===== src/rtl/multiword_add_seq_pkg.sv =====
// Shared types and sizing helpers for the multi-word add sequencer.
// Module-level N/WORDS override the defaults; the defaults document the reference build.
package multiword_add_seq_pkg;

   localparam int DEF_N     = 4;
   localparam int DEF_WORDS = 4;
   localparam int WIDE      = DEF_WORDS * DEF_N;

   typedef enum logic [1:0] {
      IDLE = 2'd0,
      RUN  = 2'd1,
      DONE = 2'd2
   } state_e;

   // Word index needs at least one bit even when only one word exists.
   function automatic int idx_width(input int words);
      return (words <= 1) ? 1 : $clog2(words);
   endfunction

   localparam int IDX_W = idx_width(DEF_WORDS);

endpackage


===== src/rtl/multiword_add_seq.sv =====
// Sequences a WIDE add through an external N-bit adder, one word per cycle, LSW first,
// chaining carry through a register, and returns the result over valid/ready.
//
// Handshakes: a transfer happens on a rising edge where valid and ready are both high.
// in_valid/in_ready take an operand pair; out_valid/out_ready hand back the result.
// The producer holds its data stable while valid is high and ready is low.
module multiword_add_seq
   import multiword_add_seq_pkg::*;
#(
   parameter int N     = 4,
   parameter int WORDS = 4
) (
   input  logic                 clk,
   input  logic                 rst,
   input  logic                 in_valid,
   output logic                 in_ready,
   input  logic [WORDS*N-1:0]   op_a,
   input  logic [WORDS*N-1:0]   op_b,
   input  logic                 op_cin,
   output logic [N-1:0]         add_a,
   output logic [N-1:0]         add_b,
   output logic                 add_c_in,
   input  logic [N-1:0]         add_sum,
   input  logic                 add_c_out,
   output logic                 out_valid,
   input  logic                 out_ready,
   output logic [WORDS*N-1:0]   result,
   output logic                 result_cout,
   output logic                 result_ovf,
   output logic [1:0]           dbg_state
);

   localparam int W_WIDE = WORDS * N;
   localparam int W_IDX  = idx_width(WORDS);

   state_e              state_q, state_d;
   logic [W_IDX-1:0]    idx_q, idx_d;
   logic                carry_q, carry_d;
   logic [W_WIDE-1:0]   a_q, a_d;
   logic [W_WIDE-1:0]   b_q, b_d;
   logic [W_WIDE-1:0]   result_q, result_d;
   logic                cout_q, cout_d;
   logic                ovf_q, ovf_d;
   logic                in_ready_q, in_ready_d;
   logic                out_valid_q, out_valid_d;
   logic                last_word;

   assign last_word = (int'(idx_q) == WORDS - 1);

   // Adder inputs are live only while running; zero elsewhere keeps the adder quiet.
   always_comb begin
      add_a    = '0;
      add_b    = '0;
      add_c_in = 1'b0;
      if (state_q == RUN) begin
         add_a    = a_q[int'(idx_q) * N +: N];
         add_b    = b_q[int'(idx_q) * N +: N];
         add_c_in = carry_q;
      end
   end

   always_comb begin
      state_d     = state_q;
      idx_d       = idx_q;
      carry_d     = carry_q;
      a_d         = a_q;
      b_d         = b_q;
      result_d    = result_q;
      cout_d      = cout_q;
      ovf_d       = ovf_q;
      in_ready_d  = in_ready_q;
      out_valid_d = out_valid_q;

      case (state_q)
         IDLE: begin
            if (in_valid && in_ready_q) begin
               a_d        = op_a;
               b_d        = op_b;
               carry_d    = op_cin;
               idx_d      = '0;
               in_ready_d = 1'b0;
               state_d    = RUN;
            end
         end

         RUN: begin
            result_d[int'(idx_q) * N +: N] = add_sum;
            carry_d = add_c_out;
            if (last_word) begin
               // Signed overflow: like-signed operands producing an opposite-signed sum.
               cout_d      = add_c_out;
               ovf_d       = (a_q[W_WIDE-1] == b_q[W_WIDE-1]) &&
                             (add_sum[N-1] != a_q[W_WIDE-1]);
               out_valid_d = 1'b1;
               state_d     = DONE;
            end else begin
               idx_d = idx_q + W_IDX'(1);
            end
         end

         DONE: begin
            if (out_ready) begin
               out_valid_d = 1'b0;
               in_ready_d  = 1'b1;
               state_d     = IDLE;
            end
         end

         default: begin
            out_valid_d = 1'b0;
            in_ready_d  = 1'b1;
            state_d     = IDLE;
         end
      endcase
   end

   always_ff @(posedge clk) begin
      if (rst) begin
         state_q     <= IDLE;
         idx_q       <= '0;
         carry_q     <= 1'b0;
         a_q         <= '0;
         b_q         <= '0;
         result_q    <= '0;
         cout_q      <= 1'b0;
         ovf_q       <= 1'b0;
         in_ready_q  <= 1'b1;
         out_valid_q <= 1'b0;
      end else begin
         state_q     <= state_d;
         idx_q       <= idx_d;
         carry_q     <= carry_d;
         a_q         <= a_d;
         b_q         <= b_d;
         result_q    <= result_d;
         cout_q      <= cout_d;
         ovf_q       <= ovf_d;
         in_ready_q  <= in_ready_d;
         out_valid_q <= out_valid_d;
      end
   end

   assign in_ready    = in_ready_q;
   assign out_valid   = out_valid_q;
   assign result      = result_q;
   assign result_cout = cout_q;
   assign result_ovf  = ovf_q;
   assign dbg_state   = state_q;

endmodule


===== config.mk =====
export PLATFORM = sky130hd
export DESIGN_NAME = multiword_add_seq
export DESIGN_NICKNAME = d
export VERILOG_FILES = /design/src/rtl/multiword_add_seq_pkg.sv /design/src/rtl/multiword_add_seq.sv
export SDC_FILE = /design/constraint.sdc
export NUM_CORES = 1
export LEC_CHECK = 0
export ABC_AREA = 1
export ABC_CLOCK_PERIOD_IN_PS = 4600
export CORE_ASPECT_RATIO = 0.8
export CORE_MARGIN = 2
export CORE_UTILIZATION = 50
export DETAILED_ROUTE_END_ITERATION = 8
export PLACE_DENSITY = 0.83
export SLEW_MARGIN = 20
export SYNTH_ARGS = -nofsm -noshare
export SYNTH_HDL_FRONTEND = slang
export SYNTH_SLANG_ARGS = --single-unit
export TNS_END_PERCENT = 10

===== constraint.sdc =====
create_clock -name clk -period 4.6 [get_ports clk]
set_input_delay 0.46 -clock clk [delete_from_list [all_inputs] [get_ports clk]]
set_output_delay 0.46 -clock clk [all_outputs]
set_load 0.005 [all_outputs]

# Word-level counts from Yosys, hierarchy flattened
# Cells that the tools add are included.
[op_classes] n_eq_ne=9 shifts=4 n_mux=19 addsub=2 bitwise_logic=2 n_reduce_logical=11
[ops] cell="$neg 4->33" n=1
[ops] cell="$shift 4x33->16 const A" n=1
[ops] cell="$shiftx 4x33->16" n=1
[ops] cell="$shiftx 16x5->4" n=2
[ops] cell="$bwmux 16" n=1
[ops] cell="$reduce_and 3->1" n=4
[ops] cell="$mux 2" n=5
[ops] cell="$mux 4" n=2
[ops] cell="$ne 2x2->1 const B" n=4
[ops] cell="$mux 1" n=6
[ops] cell="$pmux 1 s3" n=2
[ops] cell="$pmux 2 s3" n=1
[ops] cell="$reduce_and 2->1" n=3
[ops] cell="$eq 2x1->1 const B" n=2
[ops] cell="$pmux 2 s2" n=1
[ops] cell="$add 2x1->2 const B" n=1
[ops] cell="$eq 2x2->1 const B" n=1
[ops] cell="$logic_and 1x1->1" n=2
[ops] cell="$logic_not 2->1" n=1
[ops] cell="$not 1->1" n=2
[ops] cell="$pmux 1 s2" n=1
[ops] cell="$reduce_bool 2->1" n=1
[ops] cell="$eq 1x1->1" n=1
[ops] cell="$ne 1x1->1" n=1
[totals] in_bits=42 reg_bits=57

# Depth between registers and ports, before layout
[depth] ltp_word=3 ltp_mapped=9 depth_no_buf=7

# Least setup slack after synthesis
# OpenSTA, ideal clock, no wires.
[synth_timing] kind="register to register" startpoint="register idx_q[0]" endpoint="register result_q[0], in the netlist result[0]" stages_incl_launch_ff=10 synth_period_minus_slack_ns=1.582 setup_ns=0.070 arrival_ns=1.513 setup_slack_ns=3.018 path_cell_list="dfxtp_1 -> buf_2 -> inv_1 -> buf_2 -> ha_1 -> nor2_1 -> nand2_1 -> nor2_1 -> nand2_1 -> a21oi_1"
[synth_via] elab_chain_cells=3
[synth_lines] item="start, declared" line_no="multiword_add_seq.sv:37" source="logic [W_IDX-1:0] idx_q, idx_d;"
[synth_lines] item="start signal, assigned" line_no="multiword_add_seq.sv:131" source="idx_q <= idx_d;"
[synth_lines] item="$neg 4->33 *" line_no="multiword_add_seq.sv:87" source="result_d[int'(idx_q) * N +: N] = add_sum;"
[synth_lines] item="$shiftx 4x33->16 / $shift 4x33->16 (equally long branches)" line_no="multiword_add_seq.sv:87"
[synth_lines] item="$bwmux 16 *" line_no="multiword_add_seq.sv:87"
[synth_lines] item="end signal, assigned" line_no="multiword_add_seq.sv:135" source="result_q <= result_d;"
[synth_lines] item="end, declared" line_no="multiword_add_seq.sv:41" source="logic [W_WIDE-1:0] result_q, result_d;"
# Every way passes the cells marked *; elsewhere a longest branch is shown, timed or not.
# A chain may end at the register's enable or synchronous reset.

# Worst setup path after layout
[layout_timing] startpoint="register idx_q[1]" endpoint="output port add_b[0]"
[layout_via] elab_chain_cells=2
[layout_lines] item="$shiftx 16x5->4" line_no="multiword_add_seq.sv:57" source="add_b = b_q[int'(idx_q) * N +: N];"
[layout_lines] item="$mux 4" line_no="multiword_add_seq.sv:55" source="if (state_q == RUN) begin"
[layout_lines] item="end, declared" line_no="multiword_add_seq.sv:21" source="output logic [N-1:0] add_b,"
# No other way between the ends.

==> results.sh <==
export IMPL_die_w_um=83.6
export IMPL_outcome="finished clean"
export IMPL_grt_pass1_wl_mm=10.6
export IMPL_yosysSeqAreaShare_pct=45.0
export IMPL_layout_cells_non_filler=502
export IMPL_n_antenna_cell=0
export IMPL_slowest_delay_ps=610
export IMPL_maxCapViolCount=0
export IMPL_track_usage_pct=23.9
export IMPL_cts_buffers=9
export IMPL_setup_tns_ps=0
export IMPL_fin_skew_ps=7.59
export IMPL_n_fill_cell=438
export IMPL_grt_max_degree=44
export IMPL_detail_route_antenna_nets=0
export IMPL_finalWeightedCongestion=0.835
export IMPL_grtUsageMet3_pct=9.66
export IMPL_wl_mm=6.41
export IMPL_critPathCaptureType="output port"
export IMPL_ys_types=19
export IMPL_min_period_ps=2880
export IMPL_syn_inst=369
export IMPL_start_util_pct=51.2
export IMPL_critPathArrivalTime_ps=2420
export IMPL_cts_buffer_depth=2
export IMPL_drtPass1Iterations=5
export IMPL_ys_warn_count=0
export IMPL_hold_violations=0
export IMPL_cp_start_kind="flip-flop"
export IMPL_clk_latency_ps=340
export IMPL_antenna_found_initial=0
export IMPL_fin_area_um2=3440
export IMPL_max_freq_ghz=0.347
export IMPL_via_count=2556
export IMPL_synth_fp_nets=417
export IMPL_syn_avg_cell_area_um2=6.87
export IMPL_ios=73
export IMPL_crit_family="buffers and inverters"
export IMPL_p_per_area_nw_per_um2=362
export IMPL_portBuffers=72
export IMPL_tritoncts="built"
export IMPL_path_buf_inv=2
export IMPL_crit_slowest_cell="dfxtp_1"
export IMPL_syn_area_um2=2530
export IMPL_regArea_um2=1140
export IMPL_cp_max_fo=14
export IMPL_die_h_um=67.7
export IMPL_fp_row_count=23
export IMPL_multi_input_area_um2=1210
export IMPL_grt_busiest_layer="met2"
export IMPL_fin_crit_sh_pct=62.7
export IMPL_core_area_um2=4950
export IMPL_tightest_slew_ps=1050
export IMPL_root_buffer="clkbuf_8"
export IMPL_vias_per_cell=5.09
export IMPL_min_path_type="flip-flop to flip-flop"
export IMPL_grt_pass1_vias=2456
export IMPL_grt_overflow_total=0
export IMPL_cts_hold_buffers_added=0
export IMPL_layout_commonest_cell="nor2_1"
export IMPL_setup_viol=0
export IMPL_crit_required_ps=4140
export IMPL_ctsResizeCount=0
export IMPL_die_area_um2=5660
export IMPL_first_iter_violations=125
export IMPL_drcViolationCount=0
export IMPL_slew_viol_final=0
export IMPL_final_cell_mix="125 x nor2_1, 72 x clkdlybuf4s50_1, 57 x dfxtp_1"
export IMPL_crit_chain="clkinv_1, nor2_1, o21ai_0, a21oi_1, clkdlybuf4s50_1"
export IMPL_relSlewSlack_pct=29.9
export IMPL_area_delta_synth_final_pct=35.9
export IMPL_rsz0062_at_grt="false"
export IMPL_nNetsFinal=483
export IMPL_use_met2_pct=41.7
export IMPL_synth_seq_cells=57
export IMPL_h_tree_depth=3
export IMPL_placed_area_um2=3250
export IMPL_leakage_nw=1.37
export IMPL_placed_cells=486
export IMPL_post_drt_wl_per_cell_um=12.8
export IMPL_final_layout_size_suffix_gt1_share_pct=4.77
export IMPL_dp_hpwl_mm=4.34
export IMPL_cts_sinks=57
export IMPL_peakVddDrop_mv=0.261
export IMPL_critPathKind="flip-flop to output port"
export IMPL_path_clk_slew_ps=70
export IMPL_use_met1_pct=27.5
export IMPL_cts_setup_buffers=0
export IMPL_power_total_mw=1.25
==> through the flow <==
step           setup WS [ps]  util (%)  hold slack [ps]
6_report                1720      69.6              465
5_1_grt                 1540      69.6              481
4_1_cts                 1740      69.6              464
3_5_place_dp            2080      65.6              455
3_3_place_gp            2160      65.6              433
2_1_floorplan           3020         -              437
==> registers in the layout, summed over array words and instances (netlist names) <==
register     flops
result_ovf       1
carry_q          1
a_q             16
dbg_state        2
in_ready         1
result          16
out_valid        1
b_q             16
result_cout      1
idx_q            2
==> power by group <==
part | total [mW] | internal (mW) | switching [mW] | leakage, nW
combinational | 0.229 | 0.101 | 0.128 | 0.806
sequential | 0.553 | 0.530 | 0.0230 | 0.467
clock | 0.465 | 0.263 | 0.202 | 0.0953
total | 1.25 | 0.893 | 0.353 | 1.37
==> worst paths after layout <==
path | to | slack, ps | from | depth (start not counted)
setup / recovery | add_b[0] | 1720 | idx_q[1] | 5
hold / removal | result[1] | 470 | result[1] | 2
setup reg to reg | result[3] | 2410 | idx_q[1] | 7
hold reg to reg | result[1] | 470 | result[1] | 2
==> worst reg2reg max path, cell delays in order, from the launching register on <==
cell      delay, ps
dfxtp_1         610
clkinv_1        440
ha_1            460
nor2_1          120
nand2_1          70
nor2_1          200
nand2_1          80
a21oi_1         120
==> synthesized netlist by cell type <==
library cell	n	share of area [%]
nor2_1	125	19
dfxtp_1	57	45
o21ai_0	54	11
nand2_1	36	5.3
a21oi_1	24	4.7
inv_1	21	3.1
nand3_1	19	3.8
buf_2	8	1.6
ha_1	6	3.0
clkbuf_1	5	0.74
buf_4	4	1.2
inv_2	2	0.30
o211ai_1	2	0.59
buf_1	1	0.15
clkinv_1	1	0.15
nand2_2	1	0.25
nand3b_1	1	0.30
nor2_2	1	0.25
nor2_4	1	0.44
==> cell families after synthesis <==
kind of cell | after synthesis | share of synthesized area (%)
and+or+nand+nor | 184 | 28.8
AOI/OAI and AO/OA | 80 | 16.0
DFF | 57 | 45.0
buffers and inverters | 42 | 7.21
adders and majority gates | 6 | 2.96
==> area by class of cell <==
class | instances | area share, %
repair buffers | 73 | 21.1
inverters | 24 | 2.62
well taps | 62 | 2.25
clock buffers | 11 | 4.10
clock inverters | 5 | 1.60
multi-input cells | 270 | 35.2
flip-flops and latches | 57 | 33.1
==> routing by layer <==
metal | vias to the layer above | routed length, um
met5 | - | 0
met4 | 0 | 73
met3 | 12 | 477
met2 | 83 | 2990
met1 | 1150 | 2870
li1 | 1311 | -
(Power assumes the default switching activity.)
